[src/rtl/clic_irq_sequencer_pkg.sv]
`default_nettype none
// +-------------------------------------------------------------------+
// | clic_pkg : shared types, constants and helpers for the CLIC       |
// | interrupt sequencer.                             rev 1.0          |
// +-------------------------------------------------------------------+
package clic_pkg;

  typedef enum logic [1:0] {
    IDLE  = 2'd0,
    OFFER = 2'd1,
    CLAIM = 2'd2,
    HOLD  = 2'd3
  } clic_seq_state_e;

  localparam int CLIC_HOLDOFF_CYCLES = 3;

  // Bits below the level field read as 1; nlbits above 8 saturate at 8.
  function automatic logic [7:0] clic_level_mask(input logic [3:0] nlbits);
    if (nlbits >= 4'd8) begin
      return 8'h00;
    end
    return 8'hFF >> nlbits;
  endfunction

endpackage
`default_nettype wire

[src/rtl/clic_irq_sequencer_if.sv]
`default_nettype none
// +-------------------------------------------------------------------+
// | clic_irq_sequencer_if : core-side interrupt offer handshake and   |
// | edge-clear pulse.                                rev 1.0          |
// +-------------------------------------------------------------------+
interface clic_irq_sequencer_if #(
  parameter int N_SOURCE = 32
);
  localparam int SRC_W = $clog2(N_SOURCE);

  logic                irq_valid_o;
  logic                irq_ready_i;
  logic [SRC_W-1:0]    irq_id_o;
  logic [7:0]          irq_level_o;
  logic                irq_shv_o;
  logic [N_SOURCE-1:0] edge_clr_o;

  modport master (
    output irq_valid_o,
    input  irq_ready_i,
    output irq_id_o,
    output irq_level_o,
    output irq_shv_o,
    output edge_clr_o
  );

  modport slave (
    input  irq_valid_o,
    output irq_ready_i,
    input  irq_id_o,
    input  irq_level_o,
    input  irq_shv_o,
    input  edge_clr_o
  );

endinterface
`default_nettype wire

[src/rtl/clic_irq_sequencer_max_tree.sv]
`default_nettype none
// +-------------------------------------------------------------------+
// | clic_max_tree : combinational tournament picking the eligible     |
// | source with the largest intctl, higher ID on ties.  rev 1.0       |
// +-------------------------------------------------------------------+
module clic_max_tree #(
  parameter int N_SOURCE = 32,
  localparam int SRC_W   = $clog2(N_SOURCE)
) (
  input  logic [N_SOURCE-1:0] eligible_i,
  input  logic [7:0]          intctl_i [N_SOURCE],
  output logic                win_valid_o,
  output logic [SRC_W-1:0]    win_id_o,
  output logic [7:0]          win_ctl_o
);

  localparam int LEAVES = 1 << SRC_W;
  localparam int NODES  = 2 * LEAVES - 1;

  logic             node_vld [NODES];
  logic [7:0]       node_ctl [NODES];
  logic [SRC_W-1:0] node_id  [NODES];
  logic             take_right;

  // Heap layout: leaves at LEAVES-1.., left child always holds the lower IDs,
  // so preferring the right child on equal intctl gives the higher-ID tie-break.
  always_comb begin
    take_right = 1'b0;
    for (int n = 0; n < NODES; n++) begin
      node_vld[n] = 1'b0;
      node_ctl[n] = 8'h00;
      node_id[n]  = '0;
    end
    for (int i = 0; i < LEAVES; i++) begin
      node_id[LEAVES-1+i] = SRC_W'(i);
      if (i < N_SOURCE) begin
        node_vld[LEAVES-1+i] = eligible_i[i];
        node_ctl[LEAVES-1+i] = eligible_i[i] ? intctl_i[i] : 8'h00;
      end
    end
    for (int k = LEAVES - 2; k >= 0; k--) begin
      take_right = node_vld[2*k+2] &
                   (~node_vld[2*k+1] | (node_ctl[2*k+2] >= node_ctl[2*k+1]));
      node_vld[k] = node_vld[2*k+1] | node_vld[2*k+2];
      node_ctl[k] = take_right ? node_ctl[2*k+2] : node_ctl[2*k+1];
      node_id[k]  = take_right ? node_id[2*k+2]  : node_id[2*k+1];
    end
  end

  assign win_valid_o = node_vld[0];
  assign win_id_o    = node_id[0];
  assign win_ctl_o   = node_ctl[0];

endmodule
`default_nettype wire

[src/rtl/clic_irq_sequencer.sv]
`default_nettype none
// +-------------------------------------------------------------------+
// | clic_irq_sequencer : arbitrates CLIC sources and offers the       |
// | winner to the core, with edge-clear and re-arbitration holdoff.   |
// | rev 1.0                                                           |
// +-------------------------------------------------------------------+
module clic_irq_sequencer
  import clic_pkg::*;
#(
  parameter int N_SOURCE   = 32,
  parameter int INTCTLBITS = 8,
  localparam int SRC_W     = $clog2(N_SOURCE)
) (
  input  logic                clk_i,
  input  logic                rst_i,
  input  logic                enable_i,
  input  logic [N_SOURCE-1:0] ip_i,
  input  logic [N_SOURCE-1:0] ie_i,
  input  logic [N_SOURCE-1:0] le_i,
  input  logic [N_SOURCE-1:0] shv_i,
  input  logic [7:0]          intctl_i [N_SOURCE],
  input  logic [7:0]          mintthresh_i,
  input  logic [3:0]          nlbits_i,
  clic_irq_sequencer_if.master irq_if
);

  localparam logic [7:0] UNIMPL_MASK = 8'(8'hFF >> INTCTLBITS);

  logic [7:0]          lvl_mask;
  logic [N_SOURCE-1:0] elig_d;
  logic [7:0]          ctl_d [N_SOURCE];

  logic [N_SOURCE-1:0] elig_q;
  logic [7:0]          ctl_q [N_SOURCE];

  logic                win_valid;
  logic [SRC_W-1:0]    win_id;
  logic [7:0]          win_ctl;

  logic                s2_valid_q;
  logic [SRC_W-1:0]    s2_id_q;
  logic [7:0]          s2_level_q;
  logic                s2_shv_q;

  clic_seq_state_e     state_q;
  logic [1:0]          cnt_q;
  logic                valid_q;
  logic [N_SOURCE-1:0] edge_clr_q;

  assign lvl_mask = clic_level_mask(nlbits_i);

  always_comb begin
    elig_d = '0;
    for (int i = 0; i < N_SOURCE; i++) begin
      ctl_d[i]  = intctl_i[i] | UNIMPL_MASK;
      elig_d[i] = enable_i & ip_i[i] & ie_i[i] & ((ctl_d[i] | lvl_mask) > mintthresh_i);
    end
  end

  always_ff @(posedge clk_i or posedge rst_i) begin
    if (rst_i) begin
      elig_q <= '0;
      for (int i = 0; i < N_SOURCE; i++) begin
        ctl_q[i] <= 8'h00;
      end
    end else begin
      elig_q <= elig_d;
      for (int i = 0; i < N_SOURCE; i++) begin
        ctl_q[i] <= ctl_d[i];
      end
    end
  end

  clic_max_tree #(
    .N_SOURCE (N_SOURCE)
  ) u_max_tree (
    .eligible_i  (elig_q),
    .intctl_i    (ctl_q),
    .win_valid_o (win_valid),
    .win_id_o    (win_id),
    .win_ctl_o   (win_ctl)
  );

  always_ff @(posedge clk_i or posedge rst_i) begin
    if (rst_i) begin
      s2_valid_q <= 1'b0;
      s2_id_q    <= '0;
      s2_level_q <= 8'h00;
      s2_shv_q   <= 1'b0;
    end else begin
      s2_valid_q <= win_valid;
      s2_id_q    <= win_id;
      s2_level_q <= win_ctl | lvl_mask;
      s2_shv_q   <= shv_i[win_id];
    end
  end

  // Handshake takes priority over withdrawal when both land in one OFFER cycle.
  always_ff @(posedge clk_i or posedge rst_i) begin
    if (rst_i) begin
      state_q    <= IDLE;
      cnt_q      <= 2'd0;
      valid_q    <= 1'b0;
      edge_clr_q <= '0;
    end else begin
      edge_clr_q <= '0;
      case (state_q)
        IDLE: begin
          if (s2_valid_q) begin
            state_q <= OFFER;
            valid_q <= 1'b1;
          end
        end
        OFFER: begin
          if (valid_q && irq_if.irq_ready_i) begin
            state_q <= CLAIM;
            valid_q <= 1'b0;
            if (le_i[s2_id_q]) begin
              edge_clr_q <= N_SOURCE'(1) << s2_id_q;
            end
          end else if (!s2_valid_q) begin
            state_q <= IDLE;
            valid_q <= 1'b0;
          end
        end
        CLAIM: begin
          state_q <= HOLD;
          cnt_q   <= 2'(CLIC_HOLDOFF_CYCLES);
        end
        HOLD: begin
          if (cnt_q <= 2'd1) begin
            cnt_q   <= 2'd0;
            state_q <= IDLE;
          end else begin
            cnt_q <= cnt_q - 2'd1;
          end
        end
        default: begin
          state_q <= IDLE;
          valid_q <= 1'b0;
        end
      endcase
    end
  end

  assign irq_if.irq_valid_o = valid_q;
  assign irq_if.irq_id_o    = s2_id_q;
  assign irq_if.irq_level_o = s2_level_q;
  assign irq_if.irq_shv_o   = s2_shv_q;
  assign irq_if.edge_clr_o  = edge_clr_q;

endmodule
`default_nettype wire
[src/flat_wrapper.sv]
// flat-port wrapper written by rule: the top's interface ports become plain ports
module clic_irq_sequencer_flat import clic_pkg::*;
#(
  parameter int N_SOURCE   = 32,
  parameter int INTCTLBITS = 8,
  localparam int SRC_W     = $clog2(N_SOURCE)
)
  (clk_i, rst_i, enable_i, ip_i, ie_i, le_i, shv_i, intctl_i, mintthresh_i, nlbits_i, irq_if_irq_valid_o, irq_if_irq_ready_i, irq_if_irq_id_o, irq_if_irq_level_o, irq_if_irq_shv_o, irq_if_edge_clr_o);
  clic_irq_sequencer_if #(.N_SOURCE(N_SOURCE)) irq_if_i ();
  input  logic clk_i;
  input  logic rst_i;
  input  logic enable_i;
  input  logic [N_SOURCE-1:0] ip_i;
  input  logic [N_SOURCE-1:0] ie_i;
  input  logic [N_SOURCE-1:0] le_i;
  input  logic [N_SOURCE-1:0] shv_i;
  input  logic [7:0] intctl_i[N_SOURCE];
  input  logic [7:0] mintthresh_i;
  input  logic [3:0] nlbits_i;
  output wire logic [$bits(irq_if_i.irq_valid_o)-1:0] irq_if_irq_valid_o;
  input wire logic [$bits(irq_if_i.irq_ready_i)-1:0] irq_if_irq_ready_i;
  output wire logic [$bits(irq_if_i.irq_id_o)-1:0] irq_if_irq_id_o;
  output wire logic [$bits(irq_if_i.irq_level_o)-1:0] irq_if_irq_level_o;
  output wire logic [$bits(irq_if_i.irq_shv_o)-1:0] irq_if_irq_shv_o;
  output wire logic [$bits(irq_if_i.edge_clr_o)-1:0] irq_if_edge_clr_o;
  assign irq_if_irq_valid_o = irq_if_i.irq_valid_o;
  assign irq_if_i.irq_ready_i = irq_if_irq_ready_i;
  assign irq_if_irq_id_o = irq_if_i.irq_id_o;
  assign irq_if_irq_level_o = irq_if_i.irq_level_o;
  assign irq_if_irq_shv_o = irq_if_i.irq_shv_o;
  assign irq_if_edge_clr_o = irq_if_i.edge_clr_o;
  clic_irq_sequencer #(.N_SOURCE(N_SOURCE), .INTCTLBITS(INTCTLBITS)) u_core (.clk_i(clk_i), .rst_i(rst_i), .enable_i(enable_i), .ip_i(ip_i), .ie_i(ie_i), .le_i(le_i), .shv_i(shv_i), .intctl_i(intctl_i), .mintthresh_i(mintthresh_i), .nlbits_i(nlbits_i), .irq_if(irq_if_i));
endmodule
[config.mk]
export PLATFORM = sky130hd
export DESIGN_NAME = clic_irq_sequencer_flat
export DESIGN_NICKNAME = d
export VERILOG_FILES = /design/src/rtl/clic_irq_sequencer_pkg.sv /design/src/rtl/clic_irq_sequencer_if.sv /design/src/rtl/clic_irq_sequencer_max_tree.sv /design/src/rtl/clic_irq_sequencer.sv /design/src/flat_wrapper.sv
export SDC_FILE = /design/constraint.sdc
export NUM_CORES = 1
export LEC_CHECK = 0
export ABC_CLOCK_PERIOD_IN_PS = 27700
export CAP_MARGIN = 20
export CORE_ASPECT_RATIO = 0.75
export CORE_MARGIN = 2
export CORE_UTILIZATION = 50
export CTS_BUF_LIST = sky130_fd_sc_hd__clkbuf_8
export DETAILED_ROUTE_END_ITERATION = 10
export PLACE_DENSITY = 0.73
export SYNTH_ARGS = -nofsm -noshare
export SYNTH_HDL_FRONTEND = slang
export SYNTH_SLANG_ARGS = --single-unit
export TNS_END_PERCENT = 50
[constraint.sdc]
create_clock -name clk_i -period 27.7 [get_ports clk_i]
set_input_delay 2.77 -clock clk_i [delete_from_list [all_inputs] [get_ports clk_i]]
set_output_delay 2.77 -clock clk_i [all_outputs]
set_load 0.01 [all_outputs]
# Word-level counts from Yosys, hierarchy flattened
# Index checks and enable logic that the tools add are counted.
[classes]
n_mux = 115
shifts = 2
order_cmp = 67
n_reduce_logical = 6
eq_ne = 6
addsub = 1
bitwise = 253
[op_table]
columns = ["op", "n"]
rows = [
  ["2-to-1 mux 8 bit", 65],
  ["bitwise OR 8 bit", 33],
  ["greater-than comparator 8 bit", 32],
  [">= comparator 8 bit", 31],
  ["AND 1 bit", 127],
  ["2-to-1 mux 32 bit", 3],
  ["bitwise OR 1 bit", 62],
  ["<< shifter 1 x 5 -> 32 bit (first input constant)", 1],
  ["inverter 1 bit", 31],
  ["2-to-1 mux 2 bit", 13],
  ["2-to-1 mux 1 bit", 22],
  ["< comparator 5 x 6 -> 1 bit (second input constant)", 2],
  ["2-to-1 mux 3 bit", 4],
  ["binary-select mux 1 bit (select 5 bit)", 2],
  ["2-to-1 mux 4 bit", 2],
  ["one-hot mux 2 bit (4 select lines)", 1],
  [">> shifter 8 x 4 -> 8 bit (first input constant)", 1],
  ["AND reduction 3 bit", 2],
  ["2-to-1 mux 5 bit", 1],
  ["== test 2 bit (second input constant)", 2],
  [">= comparator 4 bit (second input constant)", 1],
  ["inequality test 2 x 1 -> 1 bit (second input constant)", 2],
  ["one-hot mux 2 bit (2 select lines)", 1],
  ["nonzero test 2 bit", 2],
  ["7 further kinds", 7],
]
[totals]
in_bits = 400
word_cells = 491
register_bits = 340
out_inout_bits = 47

# Depth between registers and ports, before layout
[logic_depth]
ltp_word = 23
depth_mapped = 63
mapped_depth_nobuf = 56

# By module
# Synthesis repeated with hierarchy kept, for this count alone.
[hier_totals]
hier_cells = 2905
hier_area_um2 = 27566.4
[by_module_without_submodules]
columns = ["module", "seq_area_each_um2", "n_inst", "cells_each", "area_each_um2"]
rows = [
  ["clic_irq_sequencer", 8508.2, 1, 1358, 16748.6],
  ["clic_max_tree", 0.0, 1, 1547, 10817.9],
]

# Worst setup path after synthesis
# OpenSTA, ideal clock, no wires.
[synth_timing]
kind = "flip-flop to flip-flop"
start = "register u_core.elig_q[17]"
end = "register u_core.s2_shv_q (netlist: u_core.irq_if.irq_shv_o)"
setup_ns = 0.124
path_buffers = 3
t_arrival_ns = 11.368
synth_period_minus_slack_ns = 11.492
path_slack_ns = 16.208
path_stages_with_launch = 52
required_ns = 27.576
path_cell_list = "dfrtp_1 -> clkbuf_1 -> nand2_1 -> ha_1 -> nand2b_1 -> a21o_1 -> maj3_1 -> nor3b_1 -> o31ai_1 -> clkbuf_1 -> nor2_1 -> a31oi_1 -> ha_1 -> a211oi_1 -> o221ai_1 -> a2111oi_1 -> nor2_1 -> o21ai_1 -> [... 16 more ...] -> o31ai_1 -> clkbuf_1 -> o21ai_0 -> ha_1 -> a21o_1 -> a21o_1 -> a21o_1 -> a21oi_1 -> nor2b_1 -> o21ai_0 -> a21oi_1 -> inv_1 -> a2111oi_4 -> a32oi_2 -> mux4_1 -> nand4b_1 -> nand4_1 -> a211o_1"
[synth_between]
elab_chain_len = 23
elab_cells_between_ends = 34
cone_classes = "order compare (5); mux (12); bitwise (17)"
[synth_lines]
columns = ["element", "line_no", "source"]
rows = [
  ["start: declaration", "clic_irq_sequencer.sv:33", "logic [N_SOURCE-1:0] elig_q;"],
  ["start signal: assignment", "clic_irq_sequencer.sv:67", "elig_q <= elig_d;"],
  ["2-to-1 mux 8 bit", "clic_irq_sequencer_max_tree.sv:38", "node_ctl[LEAVES-1+i] = eligible_i[i] ? intctl_i[i] : 8'h00;"],
  [">= comparator 8 bit", "clic_irq_sequencer_max_tree.sv:43", "(~node_vld[2*k+1] | (node_ctl[2*k+2] >= node_ctl[2*k+1]));"],
  ["bitwise OR 1 bit", "clic_irq_sequencer_max_tree.sv:43", ""],
  ["AND 1 bit", "clic_irq_sequencer_max_tree.sv:42", "take_right = node_vld[2*k+2] &"],
  ["2-to-1 mux 8 bit", "clic_irq_sequencer_max_tree.sv:45", "node_ctl[k] = take_right ? node_ctl[2*k+2] : node_ctl[2*k+1];"],
  [">= comparator 8 bit", "clic_irq_sequencer_max_tree.sv:43", ""],
  ["bitwise OR 1 bit", "clic_irq_sequencer_max_tree.sv:43", ""],
  ["AND 1 bit", "clic_irq_sequencer_max_tree.sv:42", ""],
  ["[... 7 more ...]", "n/a", ""],
  ["AND 1 bit", "clic_irq_sequencer_max_tree.sv:42", ""],
  ["2-to-1 mux 8 bit", "clic_irq_sequencer_max_tree.sv:45", ""],
  [">= comparator 8 bit", "clic_irq_sequencer_max_tree.sv:43", ""],
  ["bitwise OR 1 bit", "clic_irq_sequencer_max_tree.sv:43", ""],
  ["AND 1 bit", "clic_irq_sequencer_max_tree.sv:42", ""],
  ["2-to-1 mux 5 bit *", "clic_irq_sequencer_max_tree.sv:46", "node_id[k] = take_right ? node_id[2*k+2] : node_id[2*k+1];"],
  ["binary-select mux 1 bit (select 5 bit) *", "clic_irq_sequencer.sv:94", "s2_shv_q <= shv_i[win_id];"],
  ["2-to-1 mux 1 bit (not written as such) *", "clic_irq_sequencer.sv:94", ""],
  ["end signal: assignment", "clic_irq_sequencer.sv:94", ""],
  ["end: declaration", "clic_irq_sequencer.sv:43", "logic s2_shv_q;"],
]
# Every way passes the cells marked *; elsewhere a longest branch is shown, timed or not. The select of a mux whose other input is x is not followed.
# A chain may end at the register's enable or synchronous reset.

# Final worst setup path
[layout_timing]
start = "register u_core.elig_q[16]"
end = "register u_core.s2_shv_q (netlist: u_core.irq_if.irq_shv_o)"
# The elaborated chain is that of the path after synthesis.

==> flow_summary.json <==
{
  "cts_buffers": 57,
  "final_layout_size_suffix_gt1_frac": 0.112,
  "start_kind": "register",
  "clock_power_share": 0.314,
  "slowest_delay_ns": 0.79,
  "hold_buffers": 0,
  "dp_slack_ns": 13.88,
  "syn_to_final_growth_pct": 24.0,
  "die_area_mm2": 0.0567,
  "cp_max_fo": 22,
  "comb_power_share": 0.344,
  "cts_resized": 0,
  "synth_edf_count": 0,
  "synth_adder_area_share": 0.225,
  "ys.warnings.count": 0,
  "cp-end-kind": "register",
  "antenna_found_initial": 15,
  "ant_nets": 0,
  "slew_viol_final": 0,
  "ioPinCount": 447,
  "grt_pass1_wl_um": 144000,
  "fillers": 4544,
  "cts-root-buf": "clkbuf_8",
  "relSlewSlack": 0.242,
  "finalHoldViolCount": 0,
  "post-route-drc-count": 0,
  "grt_max_degree": 159,
  "fin_crit_sh": 0.501,
  "grt_overflow": 0,
  "synth_cell_types": 82,
  "wl_per_cell_um": 22.4,
  "holdPathStages": 2,
  "postSynthAreaPerCell_um2": 8.99,
  "worst_pin_slew_ns": 1.14,
  "finalSetupTns_ns": 0,
  "critPathSlowestCell": "a32oi_2",
  "cts_tree": "done",
  "syn-num-nets": 3939,
  "grt_usage": 0.331,
  "synth_top_family_by_area": "simple AND/OR/NAND/NOR gates",
  "hold_class": "reg2reg",
  "cp.required_ns": 28.25,
  "vias_per_cell": 5.95,
  "fin_crit_ns": 13.87,
  "crit_arrival_ns": 14.43,
  "firstDrtPassIters": 6,
  "layout_commonest_cell": "ha_1",
  "reg2regPathDepth": 53,
  "nets": 4363,
  "die_h_um": 207,
  "fp-row-count": 74,
  "coreArea_mm2": 0.0543,
  "synth-compound-area-share": 0.165,
  "utilization": 0.625,
  "synth_area_mm2": 0.0274,
  "synthSimpleGateAreaFrac": 0.233,
  "initial_core_util": 0.504,
  "fin_skew_ns": 0.0231,
  "final_cells": 4252,
  "grt_pass1_vias": 25058,
  "synth-main-ff-cell": "dfrtp_1",
  "numPortBuffers": 446,
  "synth-seq-cells": 340,
  "netlist_instances": 3050,
  "setup_viol": 0,
  "clk_latency_ns": 0.68,
  "hpwl_um": 70200,
  "routed_wl_um": 95400,
  "drt_iter0_drc": 2084,
  "p_leak_uw": 0.0154,
  "worstSetupPathType": "reg2reg",
  "max-vdd-ir-drop_uv": 38.5,
  "intPower_uw": 1090,
  "clk_pin_slew_ns": 0.06,
  "p_sw_frac": 0.345,
  "grt_setup_unrepaired": "no",
  "synth.area.mux_share": 0.0366,
  "async_flop_share": 1.00,
  "fin_ws_ns": 13.83,
  "layout_common_cells": "489 x ha_1, 443 x clkdlybuf4s50_1, 340 x dfrtp_1, 248 x nor2_1, 242 x nand2_1",
  "synth_seq_area_share": 0.310,
  "die_w_um": 274,
  "maxCapViolCount": 0,
  "placed_cells": 4133,
  "switchingPower_uw": 577,
  "cpMostUsedCell": "a21o_1",
  "seqPwrFrac": 0.342,
  "cts_sinks": 340,
  "vias": 25287,
  "gp_congestion": 0.947,
  "cts_setup_buffers": 0,
  "synth_xor_area_frac": 0,
  "cts_buffer_depth": 3,
  "power_uw": 1670,
  "powerDensity_mw_per_mm2": 49.1,
  "status": "complete, no violations",
  "htree_levels": 2,
  "clock.fmax_mhz": 72.1
}
[through the flow]
step / hold WS (ns) / area [um2]
floorplan: 0.465 / 27400
global placement: 0.517 / 32600
detailed placement: 0.527 / 32600
CTS: 0.542 / 33900
global route: 0.598 / 34000
finish: 0.554 / 34000
[final timing paths]
| check | from | end | slack (ns) |
|---|---|---|---|
| setup / recovery | u_core.elig_q[16]$_DFF_PP0_ | u_core.irq_if.irq_shv_o$_DFF_PP0_ | 13.83 |
| hold / removal | u_core.cnt_q[1]$_DFFE_PP0P_ | u_core.cnt_q[1]$_DFFE_PP0P_ | 0.55 |
| setup reg to reg | u_core.elig_q[16]$_DFF_PP0_ | u_core.irq_if.irq_shv_o$_DFF_PP0_ | 13.83 |
| hold reg to reg | u_core.cnt_q[1]$_DFFE_PP0P_ | u_core.cnt_q[1]$_DFFE_PP0P_ | 0.55 |
| max in group asynchronous | rst_i | u_core.elig_q[22]$_DFF_PP0_ | 23.55 |
| min in group asynchronous | rst_i | u_core.ctl_q[192]$_DFF_PP0_ | 2.62 |
[kinds of logic after synthesis]
family	after synthesis
buf+inv	218
simple gates	1233
compound gates	689
flops	340
mux	77
fa+ha+maj	493
[power by group through the flow]
stage / Clock [uW] / Combinational [uW] / Sequential, uW
after floorplan: 0 / 362 / 561
after global placement: 0 / 544 / 579
after detailed placement: 0 / 563 / 579
after CTS: 535 / 567 / 571
after global routing: 557 / 633 / 575
final: 525 / 574 / 572
[critical path: cells and delay by family (launching register included)]
kind	cells	cell delay (ns)
compound gates	24	6.59
fa+ha+maj	6	1.78
buf+inv	5	0.80
flops	1	0.68
mux	3	1.27
simple gates	15	2.62
[synthesized netlist by cell type, types with 6 or more instances]
master     number  share of area
a211oi_1       83          0.023
and2_1        131          0.030
o211ai_1       14         0.0038
nand3_1       112          0.020
mux2i_1        32          0.012
mux4_2         10         0.0082
o22ai_1         7         0.0016
a21o_1         71          0.019
nand2b_1      107          0.024
clkbuf_1      100          0.014
dfrtp_1       340           0.31
o21ai_0       141          0.026
inv_1         111          0.015
nor3_1         18         0.0033
nand2_1       242          0.033
nor2b_1        75          0.017
or2_2         202          0.046
a21oi_1       173          0.032
o2111ai_1       6         0.0019
ha_1          489           0.22
and3_1         17         0.0039
nor2_1        249          0.034
a211o_1         9         0.0029
o21a_1         65          0.018
o31ai_1         9         0.0025
a2111oi_0       8         0.0026
nand4_1        40         0.0091
nor4_1         11         0.0025
a31oi_1        33         0.0075
mux2_2         30          0.012
[cell type report]
class / count / area, um2 / share of cell area
antenna: 10 / 25.0 / 0.000736
clock buffer: 71 / 977 / 0.0287
clock inverter: 34 / 348 / 0.0102
inverter: 111 / 424 / 0.0125
multi-input combinational: 2492 / 18200 / 0.534
sequential: 340 / 8510 / 0.250
tap: 722 / 903 / 0.0266
timing repair buffer: 472 / 4660 / 0.137
[sequential cells by signal (all words and copies together), names as in the netlist, named ones only]
register                   flops
u_core.cnt_q                   2
u_core.elig_q                 32
u_core.irq_if.irq_shv_o        1
u_core.s2_valid_q              1
u_core.irq_if.edge_clr_o      32
u_core.ctl_q                 256
u_core.irq_if.irq_id_o         5
u_core.irq_if.irq_valid_o      1
u_core.irq_if.irq_level_o      8
u_core.state_q                 1
[metal layers]
layer / global-route usage / routed length (um) / up-vias
li1: - / - / 11780
met1: 0.449 / 41800 / 12195
met2: 0.513 / 41500 / 1029
met3: 0.0723 / 7910 / 275
met4: 0.138 / 4190 / 8
met5: 0 / 52 / -
(Power assumes the default switching activity.)
